File: src/rtl/rtc_pkg.sv
// Shared definitions for the rtc load/adjust controller: register map,
// CTRL/STATUS bit positions, command FSM encoding and field widths.
package rtc_pkg;

  localparam int NS_W  = 38;
  localparam int SEC_W = 48;
  localparam int PER_W = 40;

  localparam int unsigned A_CTRL      = 'h00;
  localparam int unsigned A_STATUS    = 'h04;
  localparam int unsigned A_PERIOD_HI = 'h08;
  localparam int unsigned A_PERIOD_LO = 'h0C;
  localparam int unsigned A_ADJ_HI    = 'h10;
  localparam int unsigned A_ADJ_LO    = 'h14;
  localparam int unsigned A_ADJ_CNT   = 'h18;
  localparam int unsigned A_SEC_HI    = 'h20;
  localparam int unsigned A_SEC_LO    = 'h24;
  localparam int unsigned A_NS        = 'h28;
  localparam int unsigned A_NS_FRAC   = 'h2C;

  localparam int CTRL_GET    = 0;
  localparam int CTRL_TIME   = 1;
  localparam int CTRL_PERIOD = 2;
  localparam int CTRL_ADJ    = 3;

  localparam int ST_ADJ_DONE = 0;
  localparam int ST_BUSY     = 1;
  localparam int ST_PPS      = 2;

  // State value k+1 services CTRL bit k, so a state value doubles as the
  // index of the first command bit still to be considered after it.
  typedef enum logic [2:0] {
    S_IDLE   = 3'd0,
    S_GET    = 3'd1,
    S_TIME   = 3'd2,
    S_PERIOD = 3'd3,
    S_ADJ    = 3'd4
  } state_e;

  function automatic state_e next_cmd_state(input logic [3:0] pend, input logic [2:0] from);
    logic [3:0] m;
    state_e     s;
    m = pend & (4'hF << from);
    if      (m[CTRL_GET])    s = S_GET;
    else if (m[CTRL_TIME])   s = S_TIME;
    else if (m[CTRL_PERIOD]) s = S_PERIOD;
    else if (m[CTRL_ADJ])    s = S_ADJ;
    else                     s = S_IDLE;
    return s;
  endfunction

endpackage

File: src/rtl/rtc_ctrl_fsm.sv
// Command sequencer: walks GET -> TIME -> PERIOD -> ADJ one state per cycle,
// skipping commands that were not requested, and decodes one strobe per state.
module rtc_ctrl_fsm
  import rtc_pkg::*;
(
  input  logic       clk,
  input  logic       rst_n,
  input  logic       i_cmd_wr,
  input  logic [3:0] i_cmd,
  output logic       o_busy,
  output logic       o_snap_en,
  output logic       o_time_ld,
  output logic       o_period_ld,
  output logic       o_adj_ld
);

  state_e     r_state;
  state_e     w_state_nxt;
  logic [3:0] r_pend;
  logic [3:0] w_pend_nxt;

  // NOTE: state registers use non-blocking assignments so every flop samples
  // its next value from the same pre-edge snapshot of the logic.
  always_ff @(posedge clk or negedge rst_n) begin
    if (!rst_n) begin
      r_state <= S_IDLE;
      r_pend  <= '0;
    end else begin
      r_state <= w_state_nxt;
      r_pend  <= w_pend_nxt;
    end
  end

  // NOTE: every output of this block gets a default first, so no path through
  // the case leaves a signal unassigned and no latch is inferred.
  always_comb begin
    w_state_nxt = r_state;
    w_pend_nxt  = r_pend;
    o_snap_en   = 1'b0;
    o_time_ld   = 1'b0;
    o_period_ld = 1'b0;
    o_adj_ld    = 1'b0;

    if (r_state == S_IDLE) begin
      if (i_cmd_wr && (|i_cmd)) begin
        w_pend_nxt  = i_cmd;
        w_state_nxt = next_cmd_state(i_cmd, 3'd0);
      end
    end else begin
      w_state_nxt = next_cmd_state(r_pend, r_state);
      if (w_state_nxt == S_IDLE) w_pend_nxt = '0;
    end

    case (r_state)
      S_GET:    o_snap_en   = 1'b1;
      S_TIME:   o_time_ld   = 1'b1;
      S_PERIOD: o_period_ld = 1'b1;
      S_ADJ:    o_adj_ld    = 1'b1;
      default:  ;
    endcase
  end

  assign o_busy = (r_state != S_IDLE);

endmodule

File: src/rtl/rtc_ctrl.sv
// Host register file and initiator for the rtc load/adjust interface.
// Optional PPS interrupt enabled by defining RTC_CTRL_PPS_IRQ_EN.
module rtc_ctrl
  import rtc_pkg::*;
#(
  parameter int          ADDR_W     = 8,
  parameter logic [39:0] PERIOD_RST = 40'h0A00000000
) (
  input  logic              clk,
  input  logic              rst_n,
  input  logic              wr_in,
  input  logic              rd_in,
  input  logic [ADDR_W-1:0] addr_in,
  input  logic [31:0]       data_in,
  output logic [31:0]       data_out,
  output logic              rd_ack,
  output logic              time_ld,
  output logic [37:0]       time_reg_ns_in,
  output logic [47:0]       time_reg_sec_in,
  output logic              period_ld,
  output logic [39:0]       period_in,
  output logic              adj_ld,
  output logic [31:0]       adj_ld_data,
  output logic [39:0]       period_adj,
  input  logic              adj_ld_done,
  input  logic [37:0]       time_reg_ns,
  input  logic [47:0]       time_reg_sec,
  input  logic              time_one_pps,
  output logic              irq
);

  logic [PER_W-1:0] r_period;
  logic [PER_W-1:0] r_adj;
  logic [31:0]      r_adj_cnt;
  logic [SEC_W-1:0] r_tod_sec;
  logic [NS_W-1:0]  r_tod_ns;
  logic [SEC_W-1:0] r_snap_sec;
  logic [NS_W-1:0]  r_snap_ns;
  logic [31:0]      r_data_out;
  logic             r_rd_ack;
  logic [31:0]      w_rd_data;
  logic             w_busy;
  logic             w_snap_en;
  logic             w_wr_ok;
  logic             w_cmd_wr;
  logic             w_pps_flag;

  // Staging only moves while idle, which keeps strobe data stable.
  assign w_wr_ok  = wr_in & ~w_busy;
  assign w_cmd_wr = w_wr_ok && (addr_in == ADDR_W'(A_CTRL));

  rtc_ctrl_fsm u_fsm (
    .clk         (clk),
    .rst_n       (rst_n),
    .i_cmd_wr    (w_cmd_wr),
    .i_cmd       (data_in[3:0]),
    .o_busy      (w_busy),
    .o_snap_en   (w_snap_en),
    .o_time_ld   (time_ld),
    .o_period_ld (period_ld),
    .o_adj_ld    (adj_ld)
  );

  always_ff @(posedge clk or negedge rst_n) begin
    if (!rst_n) begin
      r_period  <= PERIOD_RST;
      r_adj     <= '0;
      r_adj_cnt <= 32'hFFFF_FFFF;
      r_tod_sec <= '0;
      r_tod_ns  <= '0;
    end else if (w_wr_ok) begin
      case (addr_in)
        ADDR_W'(A_PERIOD_HI): r_period[39:32]  <= data_in[7:0];
        ADDR_W'(A_PERIOD_LO): r_period[31:0]   <= data_in;
        ADDR_W'(A_ADJ_HI):    r_adj[39:32]     <= data_in[7:0];
        ADDR_W'(A_ADJ_LO):    r_adj[31:0]      <= data_in;
        ADDR_W'(A_ADJ_CNT):   r_adj_cnt        <= data_in;
        ADDR_W'(A_SEC_HI):    r_tod_sec[47:32] <= data_in[15:0];
        ADDR_W'(A_SEC_LO):    r_tod_sec[31:0]  <= data_in;
        ADDR_W'(A_NS):        r_tod_ns[37:8]   <= data_in[29:0];
        ADDR_W'(A_NS_FRAC):   r_tod_ns[7:0]    <= data_in[7:0];
        default: ;
      endcase
    end
  end

  // Both halves are captured on the same edge, so seconds and ns always agree.
  always_ff @(posedge clk or negedge rst_n) begin
    if (!rst_n) begin
      r_snap_sec <= '0;
      r_snap_ns  <= '0;
    end else if (w_snap_en) begin
      r_snap_sec <= time_reg_sec;
      r_snap_ns  <= time_reg_ns;
    end
  end

`ifdef RTC_CTRL_PPS_IRQ_EN
  logic r_pps_flag;

  // Set has priority over the W1C clear so a pulse is never lost.
  always_ff @(posedge clk or negedge rst_n) begin
    if (!rst_n)
      r_pps_flag <= 1'b0;
    else if (time_one_pps)
      r_pps_flag <= 1'b1;
    else if (wr_in && (addr_in == ADDR_W'(A_STATUS)) && data_in[ST_PPS])
      r_pps_flag <= 1'b0;
  end

  assign w_pps_flag = r_pps_flag;
`else
  logic w_unused_pps;
  assign w_unused_pps = time_one_pps;
  assign w_pps_flag   = 1'b0;
`endif

  always_comb begin
    w_rd_data = '0;
    case (addr_in)
      ADDR_W'(A_STATUS): begin
        w_rd_data[ST_ADJ_DONE] = adj_ld_done;
        w_rd_data[ST_BUSY]     = w_busy;
        w_rd_data[ST_PPS]      = w_pps_flag;
      end
      ADDR_W'(A_PERIOD_HI): w_rd_data[7:0]  = r_period[39:32];
      ADDR_W'(A_PERIOD_LO): w_rd_data       = r_period[31:0];
      ADDR_W'(A_ADJ_HI):    w_rd_data[7:0]  = r_adj[39:32];
      ADDR_W'(A_ADJ_LO):    w_rd_data       = r_adj[31:0];
      ADDR_W'(A_ADJ_CNT):   w_rd_data       = r_adj_cnt;
      ADDR_W'(A_SEC_HI):    w_rd_data[15:0] = r_snap_sec[47:32];
      ADDR_W'(A_SEC_LO):    w_rd_data       = r_snap_sec[31:0];
      ADDR_W'(A_NS):        w_rd_data[29:0] = r_snap_ns[37:8];
      ADDR_W'(A_NS_FRAC):   w_rd_data[7:0]  = r_snap_ns[7:0];
      default: ;
    endcase
  end

  always_ff @(posedge clk or negedge rst_n) begin
    if (!rst_n) begin
      r_rd_ack   <= 1'b0;
      r_data_out <= '0;
    end else begin
      r_rd_ack <= rd_in;
      if (rd_in) r_data_out <= w_rd_data;
    end
  end

  assign data_out        = r_data_out;
  assign rd_ack          = r_rd_ack;
  assign time_reg_ns_in  = r_tod_ns;
  assign time_reg_sec_in = r_tod_sec;
  assign period_in       = r_period;
  assign period_adj      = r_adj;
  assign adj_ld_data     = r_adj_cnt;
  assign irq             = w_pps_flag;

endmodule

File: config.mk
export PLATFORM = sky130hd
export DESIGN_NAME = rtc_ctrl
export DESIGN_NICKNAME = d
export VERILOG_FILES = /design/src/rtl/rtc_pkg.sv /design/src/rtl/rtc_ctrl_fsm.sv /design/src/rtl/rtc_ctrl.sv
export SDC_FILE = /design/constraint.sdc
export NUM_CORES = 1
export LEC_CHECK = 0
export ABC_AREA = 1
export BUFFER_PORTS_ARGS = -buffer_cell sky130_fd_sc_hd__clkbuf_2
export CORE_ASPECT_RATIO = 2
export CORE_MARGIN = 2
export CORE_UTILIZATION = 53
export CTS_BUF_LIST = sky130_fd_sc_hd__clkbuf_4
export DETAILED_ROUTE_END_ITERATION = 10
export GPL_ROUTABILITY_DRIVEN = 0
export PLACE_DENSITY = 0.8
export REMOVE_ABC_BUFFERS = 1
export SLEW_MARGIN = 20
export SYNTH_ARGS = -nofsm -noshare
export SYNTH_HDL_FRONTEND = slang
export SYNTH_HIERARCHICAL = 1
export SYNTH_SLANG_ARGS = --single-unit
File: constraint.sdc
create_clock -name clk -period 2.69 [get_ports clk]
set_input_delay 0.538 -clock clk [delete_from_list [all_inputs] [get_ports clk]]
set_output_delay 0.538 -clock clk [all_outputs]
set_load 0.005 [all_outputs]
==> reports/qor.yml, run 1 <==
placed_design:
  postPlaceCellArea_mm2: 0.0159
  io_buffers: 364
  post-place-ws_ns: 0.438
  dp_hpwl_mm: 27.5
global_routing:
  grt_pass1_wl_mm: 68.4
  globalRouteOverflowTotal: 0
  grt_pass1_vias: 12900
  grt_max_degree: 88
  grt_usage: 0.322
  antenna_found_initial: 2
clocking:
  cts_sinks: 323
  clk_pin_slew_worst_paths_ns: 0.07
  clock_path_buffers: 3
  h-tree-depth: 3
  ctsRootBufferMaster: "clkbuf_4"
  clkLatencyLatePin_ns: 0.79
  cts_tree: "done"
  cts_made_buffers: 73
detailed_routing:
  wl_per_cell_um: 17.9
  drt_first_iter_violations: 912
  dr.pass1.iters: 6
  ant_nets: 0
  vias_per_cell: 5.32
  vias: 12800
  routed_wl_mm: 43.1
  drc: 0
final_layout:
  nets: 2131
  area_growth_syn_to_layout_pct: 30.0
  layout-drive-gt1-share: 0.306
  nFillCells: 1888
  layout_commonest_cell: "nand2_1"
  final-seq-area_mm2: 0.00813
  multiInputGateArea_mm2: 0.00473
  design_area_mm2: 0.0177
  mostFrequentLayoutCells: "443 x nand2_1, 363 x clkbuf_2, 289 x dfrtp_1, 164 x o21ai_0, 113 x o21ai_1"
sta:
  skew_ns: 0.0452
  max_slew_margin: 0.492
  setup_ws_ns: 0.515
  drv_slew: 0
  period_share: 0.809
  finalSetupViolCount: 0
  worstMarginPinSlew_ns: 0.762
  fin_crit_ns: 2.18
  grt_setup_unrepaired: "false"
  max_freq_mhz: 460
  final-hold-violation-count: 0
worst_setup_path:
  reg2reg_depth: 5
  cp.arrival_ns: 1.64
  worstReg2RegEnd: "time_reg_sec_in[27]$_DFFE_PN0P_"
  crit_chain: "inv_1 > nor3_1 > clkbuf_2"
  cp.required_ns: 2.15
  slowest_delay_ns: 0.49
  endpoint_kind: "primary output"
  r2r_start: "u_fsm/r_state[2]$_DFFE_PN0P_"
  crit_buf_inv: 2
  path_max_fanout: 6
  crit_family: "flip-flops"
  rrSetupSlack_ns: 0.59
  worst-setup-path-type: "flip-flop to primary output"
  cp-start-kind: "flip-flop"
  cp_slowest_cell: "dfrtp_1"
pwr:
  p_per_area_mw_per_mm2: 713
  internal_power_mw: 8.79
  pwr-share-seq: 0.491
  swShare: 0.304
  pwr-share-clk: 0.326
  p_leak_nw: 9.13
  ir_drop_mv: 0.515
  p_switching_mw: 3.84
  pwr-share-comb: 0.183
flow_run:
  maxCapViolCount: 0
die:
  start_util: 0.536
  dieArea_mm2: 0.0271
  coreArea_mm2: 0.0254
  io_pins: 367
  die_h_um: 231
  row_count: 83
  chipWidth_um: 117
synth:
  yosysUniqueCellTypes: 31
  postSynthCellCount: 1519
  avgSynthCellArea_um2: 8.97
  synth_top_area_share: 0.531
  synth_seq_cells: 323
  synthArstFlopShare: 1.00
  yosysSeqAreaShare: 0.596
  synth.area.top_cells: "dfrtp_1 53%, nand2_1 12%, dfstp_2 6.6%"
  synth_area_mm2: 0.0136
  yosysWarnings: 6
  synth-main-ff-cell: "dfrtp_1"
  synth-edff-count: 0
  synth_top_area_cell: "dfrtp_1"
min_path:
  min_path_cells: 3
  min-delay-start: "time_reg_ns[20]"
  min_to: "r_snap_ns[20]$_DFFE_PN0P_"
  min-delay-path-class: "primary input to flip-flop"
outcome:
  status: "finished clean"
synth_stat cells, drive strengths merged (2+ instances only):
master,n
nand2,459
dfrtp,289
o21ai,277
inv,113
nor2,112
nand3,81
buf,43
mux2,36
clkbuf,34
dfstp,34
a21oi,16
nor3,12
nor3b,6
nand4,3
clkinv,2
power by group through the flow:
| stage | sequential, mW | combinational [mW] | clock [mW] |
|---|---|---|---|
| after CTS | 6.18 | 2.30 | 4.16 |
| after detailed placement | 6.26 | 2.19 | 0 |
| final | 6.20 | 2.32 | 4.12 |
| after global placement | 6.22 | 2.10 | 0 |
| after floorplan | 6.16 | 1.40 | 0 |
| after global routing | 6.28 | 2.60 | 4.44 |
worst max-delay path by stage:
| stage | from | to | slack (ns) | cells past startpoint |
|---|---|---|---|---|
| after floorplan | u_fsm/r_state[1]$_DFFE_PN0P_ | r_snap_ns[14]$_DFFE_PN0P_ | -5.44 | 2 |
| after global placement | addr_in[0] | adj_ld_data[9]$_DFFE_PN1P_ | 0.50 | 10 |
| after detailed placement | addr_in[2] | adj_ld_data[11]$_DFFE_PN1P_ | 0.44 | 10 |
| after CTS | u_fsm/r_state[2]$_DFFE_PN0P_ | adj_ld | 0.48 | 3 |
| after global routing | u_fsm/r_state[2]$_DFFE_PN0P_ | time_reg_sec_in[26]$_DFFE_PN0P_ | 0.39 | 5 |
| final | u_fsm/r_state[2]$_DFFE_PN0P_ | adj_ld | 0.51 | 3 |
worst reg2reg max path: stages, from the launching register on:
cell and delay, ns:
dfrtp_1 0.47, nor2_4 0.16, nand2_4 0.12, nor2_4 0.36
nand2_4 0.49, o21ai_0 0.41
final cells by class:
type / count / area share
clock buffers: 100 / 0.0424
multi-input cells: 1004 / 0.267
inverters: 115 / 0.0247
flip-flops and latches: 323 / 0.458
diodes: 3 / 0.000424
well taps: 340 / 0.0240
clock inverters: 36 / 0.0134
repair buffers: 482 / 0.170
repair_timing:
action	CTS	global route
resized for setup	0	0
hold endpoints to repair	136	0
hold buffers	83	0
setup buffers	0	0
cell families (layout without fill, tap and decap cells):
logic type / count (synthesis) / after routing / share of synthesized area
DFF: 323 / 323 / 0.596
buffers and inverters: 192 / 733 / 0.0583
muxes: 36 / 36 / 0.0297
AOI/OAI and AO/OA: 293 / 293 / 0.108
other: 1 / 4 / 0.000275
and+or+nand+nor: 674 / 674 / 0.208
routing by layer:
layer  GRT usage  vias to the layer above  share of wire  wire length [µm]
met2       0.531                      698           0.49             21100
met3      0.0857                      134          0.086              3730
met1       0.397                     6050           0.38             16500
met5           0                        -              0                 0
met4       0.152                        0          0.041              1760
li1            -                     5897              -                 -
through the flow:
stage          TNS, ns   util  hold WS [ns]  power, mW  cells
3_3_place_gp         0  0.625         0.459       8.32   2181
2_1_floorplan  -465.86      -         0.242       7.55   1442
6_report             0  0.697        0.0319       12.6   2403
3_5_place_dp         0  0.625         0.464       8.45   2181
4_1_cts              0  0.696      0.000419       12.6   2400
5_1_grt              0  0.697     -0.000918       13.3   2402
state kept, by name, summed over array words and instances (netlist names):
signal,cells
period_adj,40
data_out,32
adj_ld_data,32
time_reg_sec_in,48
u_fsm/r_pend,3
rd_ack,1
time_reg_ns_in,38
u_fsm/r_state,3
r_snap_sec,48
r_snap_ns,38
period_in,40
Power figures use the tool's default switching activity.
==> run 2: changes to the inputs <==
Settings changed: ABC_AREA 1 to 0.
Clock period 2.69 ns to 2.28 ns, I/O delays scaled along.
==> reports/qor.yml, run 2 <==
clocking:
  clkLatencyLatePin_ns: 0.78  # was 0.79 ns
  cts_sinks: 323  # unchanged
  clock_path_buffers: 3  # unchanged
  ctsRootBufferMaster: "clkbuf_4"  # unchanged
  clk_pin_slew_worst_paths_ns: 0.08  # was 0.07 ns
  cts_made_buffers: 73  # unchanged
  h-tree-depth: 3  # unchanged
  cts_tree: "done"  # unchanged
  post_cts_buffers: 0  # unchanged
global_routing:
  antenna_found_initial: 2  # unchanged
  grt_usage: 0.332  # was 0.322
  grt_max_degree: 59  # was 88
  grt_pass1_vias: 12400  # was 12900
  globalRouteOverflowTotal: 0  # unchanged
  grt_pass1_wl_mm: 69.8  # was 68.4 mm
placed_design:
  io_buffers: 364  # unchanged
  postPlaceCellArea_mm2: 0.0165  # was 0.0159 mm²
  dp_hpwl_mm: 31.2  # was 27.5 mm
  post-place-ws_ns: -0.000760  # was 0.438 ns
worst_setup_path:
  slowest_delay_ns: 0.41  # was 0.49 ns
  worst-setup-path-type: "flip-flop to primary output"  # unchanged
  path_max_fanout: 11  # was 6
  cp-start-kind: "flip-flop"  # unchanged
  endpoint_kind: "primary output"  # unchanged
  cp_slowest_cell: "dfrtp_1"  # unchanged
  crit_chain: "buf_4 > nor3_2 > clkbuf_2"  # was inv_1 > nor3_1 > clkbuf_2
  cp.arrival_ns: 1.74  # was 1.64 ns
  cp.required_ns: 1.82  # was 2.15 ns
die:
  chipWidth_um: 119  # was 117 µm
  die_h_um: 234  # was 231 µm
  io_pins: 367  # unchanged
  start_util: 0.536  # about the same
  row_count: 84  # was 83
  coreArea_mm2: 0.0262  # was 0.0254 mm²
  dieArea_mm2: 0.0279  # was 0.0271 mm²
synth:
  synth-edff-count: 0  # unchanged
  yosysWarnings: 6  # unchanged
  yosysSeqAreaShare: 0.579  # was 0.596
  avgSynthCellArea_um2: 14.2  # was 8.97 µm²
  synth-main-ff-cell: "dfrtp_1"  # unchanged
  synth.area.top_cells: "dfrtp_1 52%, mux2_2 15%, mux2_4 6.4%"  # was dfrtp_1 53%, nand2_1 12%, dfstp_2 6.6%
  postSynthCellCount: 987  # was 1519
  synthMostInstantiatedCell: "dfrtp_1"  # was nand2_1
  synth_area_mm2: 0.0140  # was 0.0136 mm²
  synth_top_area_cell: "dfrtp_1"  # unchanged
  yosysUniqueCellTypes: 57  # was 31
  synth_commonest_cells: "289 x dfrtp_1, 188 x mux2_2, 63 x a22oi_1"  # was 443 x nand2_1, 289 x dfrtp_1, 164 x o21ai_0
  synthArstFlopShare: 1.00  # unchanged
  synth_top_area_share: 0.515  # was 0.531
  synth_seq_cells: 323  # unchanged
final_layout:
  nets: 1664  # was 2131
  final-seq-area_mm2: 0.00813  # about the same
  layout_commonest_cell: "clkbuf_2"  # was nand2_1
  mostFrequentLayoutCells: "363 x clkbuf_2, 288 x dfrtp_1, 188 x mux2_2, 113 x clkbuf_4, 110 x dlygate4sd3_1"  # was 443 x nand2_1, 363 x clkbuf_2, 289 x dfrtp_1, 164 x o21ai_0, 113 x o21ai_1
  layout-drive-gt1-share: 0.537  # was 0.306
  nFillCells: 1712  # was 1888
  design_area_mm2: 0.0187  # was 0.0177 mm²
  area_growth_syn_to_layout_pct: 33.1  # was 30.0%
  multiInputGateArea_mm2: 0.00556  # was 0.00473 mm²
sta:
  worstMarginPinSlew_ns: 0.585  # was 0.762 ns
  fin_crit_ns: 2.19
  period_share: 0.962
  max_freq_mhz: 456
  skew_ns: 0.0463  # was 0.0452 ns
  max_slew_margin: 0.610  # was 0.492
  drv_slew: 0  # unchanged
  setup_ws_ns: 0.0864  # was 0.515 ns
  finalSetupViolCount: 0  # unchanged
  fin_tns_setup_ns: 0  # unchanged
  final-hold-violation-count: 0  # unchanged
  grt_setup_unrepaired: "false"  # unchanged
pwr:
  internal_power_mw: 11.2  # was 8.79 mW
  pwr-share-comb: 0.203  # was 0.183
  ir_drop_mv: 0.653  # was 0.515 mV
  p_leak_nw: 9.44  # was 9.13 nW
  pwr-share-seq: 0.479  # was 0.491
  p_switching_mw: 4.38  # was 3.84 mW
  total_power_mw: 15.6  # was 12.6 mW
  swShare: 0.281  # was 0.304
  pwr-share-clk: 0.317  # was 0.326
  p_per_area_mw_per_mm2: 835  # was 713 mW/mm²
detailed_routing:
  ant_nets: 0  # unchanged
  drt_first_iter_violations: 692  # was 912
  vias: 11400  # was 12800
  vias_per_cell: 5.90  # was 5.32
  routed_wl_mm: 46.3  # was 43.1 mm
  dr.pass1.iters: 5  # was 6
  wl_per_cell_um: 23.9  # was 17.9 µm
  drc: 0  # unchanged
flow_run:
  maxCapViolCount: 0  # unchanged
outcome:
  status: "finished clean"  # unchanged
min_path:
  min-delay-path-class: "primary input to flip-flop"  # unchanged
## run 2: layer usage
| metal | part of all wire | vias to the layer above | GRT usage |
|---|---|---|---|
| met1 | 0.33 | 5747 | 0.332 |
| li1 | - | 4806 | - |
| met2 | 0.53 | 671 | 0.592 |
| met4 | 0.077 | 0 | 0.257 |
| met5 | 0 | - | 0 |
| met3 | 0.064 | 221 | 0.0747 |
## run 2: stage by stage
stage | instances | util | hold slack, ns
6_report | 1940 | 0.714 | 0.0485
2_1_floorplan | 927 | - | 0.160
4_1_cts | 1935 | 0.713 | 0.000384
5_1_grt | 1937 | 0.714 | 0.0219
3_5_place_dp | 1691 | 0.632 | 0.408
3_3_place_gp | 1691 | 0.632 | 0.402
## run 2: layout make-up
| type | instances | area share |
|---|---|---|
| diodes | 5 | 0.000670 |
| flip-flops and latches | 323 | 0.435 |
| multi-input cells | 598 | 0.298 |
| repair buffers | 530 | 0.188 |
| clock buffers | 113 | 0.0454 |
| clock inverters | 21 | 0.00931 |
| well taps | 344 | 0.0230 |
| inverters | 6 | 0.00121 |
## run 2: power groups by stage
stage / Clock [mW] / Sequential, mW / Combinational, mW
after global routing: 5.33 / 7.56 / 3.39
after global placement: 0 / 7.44 / 2.85
after detailed placement: 0 / 7.53 / 2.97
after floorplan: 0 / 7.37 / 1.83
after CTS: 5.02 / 7.43 / 3.15
final: 4.95 / 7.47 / 3.17
## run 2: cells by family (layout without fill, tap and decap cells)
group,Yosys count,after routing,synth area share
and+or+nand+nor,119,119,0.0514
other,1,6,0.000267
AOI/OAI and AO/OA,182,182,0.0890
muxes,296,296,0.253
buffers and inverters,66,670,0.0272
DFF,323,323,0.579
## run 2: repair_timing
| action | in CTS | in global routing |
|---|---|---|
| hold buffers | 110 | 0 |
| pin swaps | 0 | 1 |
| cloned | 0 | 0 |
| resized for setup | 2 | 2 |
| endpoints found under the hold margin | 311 | 0 |
| setup endpoints to repair | 2 | 2 |
## run 2: worst paths after layout
check	start	endpoint	slack [ns]	depth (start not counted)
min reg2reg	time_reg_sec_in[38]$_DFFE_PN0P_	time_reg_sec_in[38]$_DFFE_PN0P_	0.49	1
max reg2reg	u_fsm/r_state[2]$_DFFE_PN0P_	u_fsm/r_pend[3]$_DFFE_PN0P_	0.11	8
min	data_in[13]	time_reg_ns_in[21]$_DFFE_PN0P_	0.05	2
min in group asynchronous	rst_n	r_snap_ns[11]$_DFFE_PN0P_	0.21	2
max in group asynchronous	rst_n	adj_ld_data[2]$_DFFE_PN1P_	1.32	3
max	u_fsm/r_state[0]$_DFFE_PN0P_	time_ld	0.09	3
## run 2: critical path: cells and delay by family (launching register included)
kind,cells,cell delay [ns]
buf+inv,2,0.34
flops,1,0.41
simple gates,1,0.20
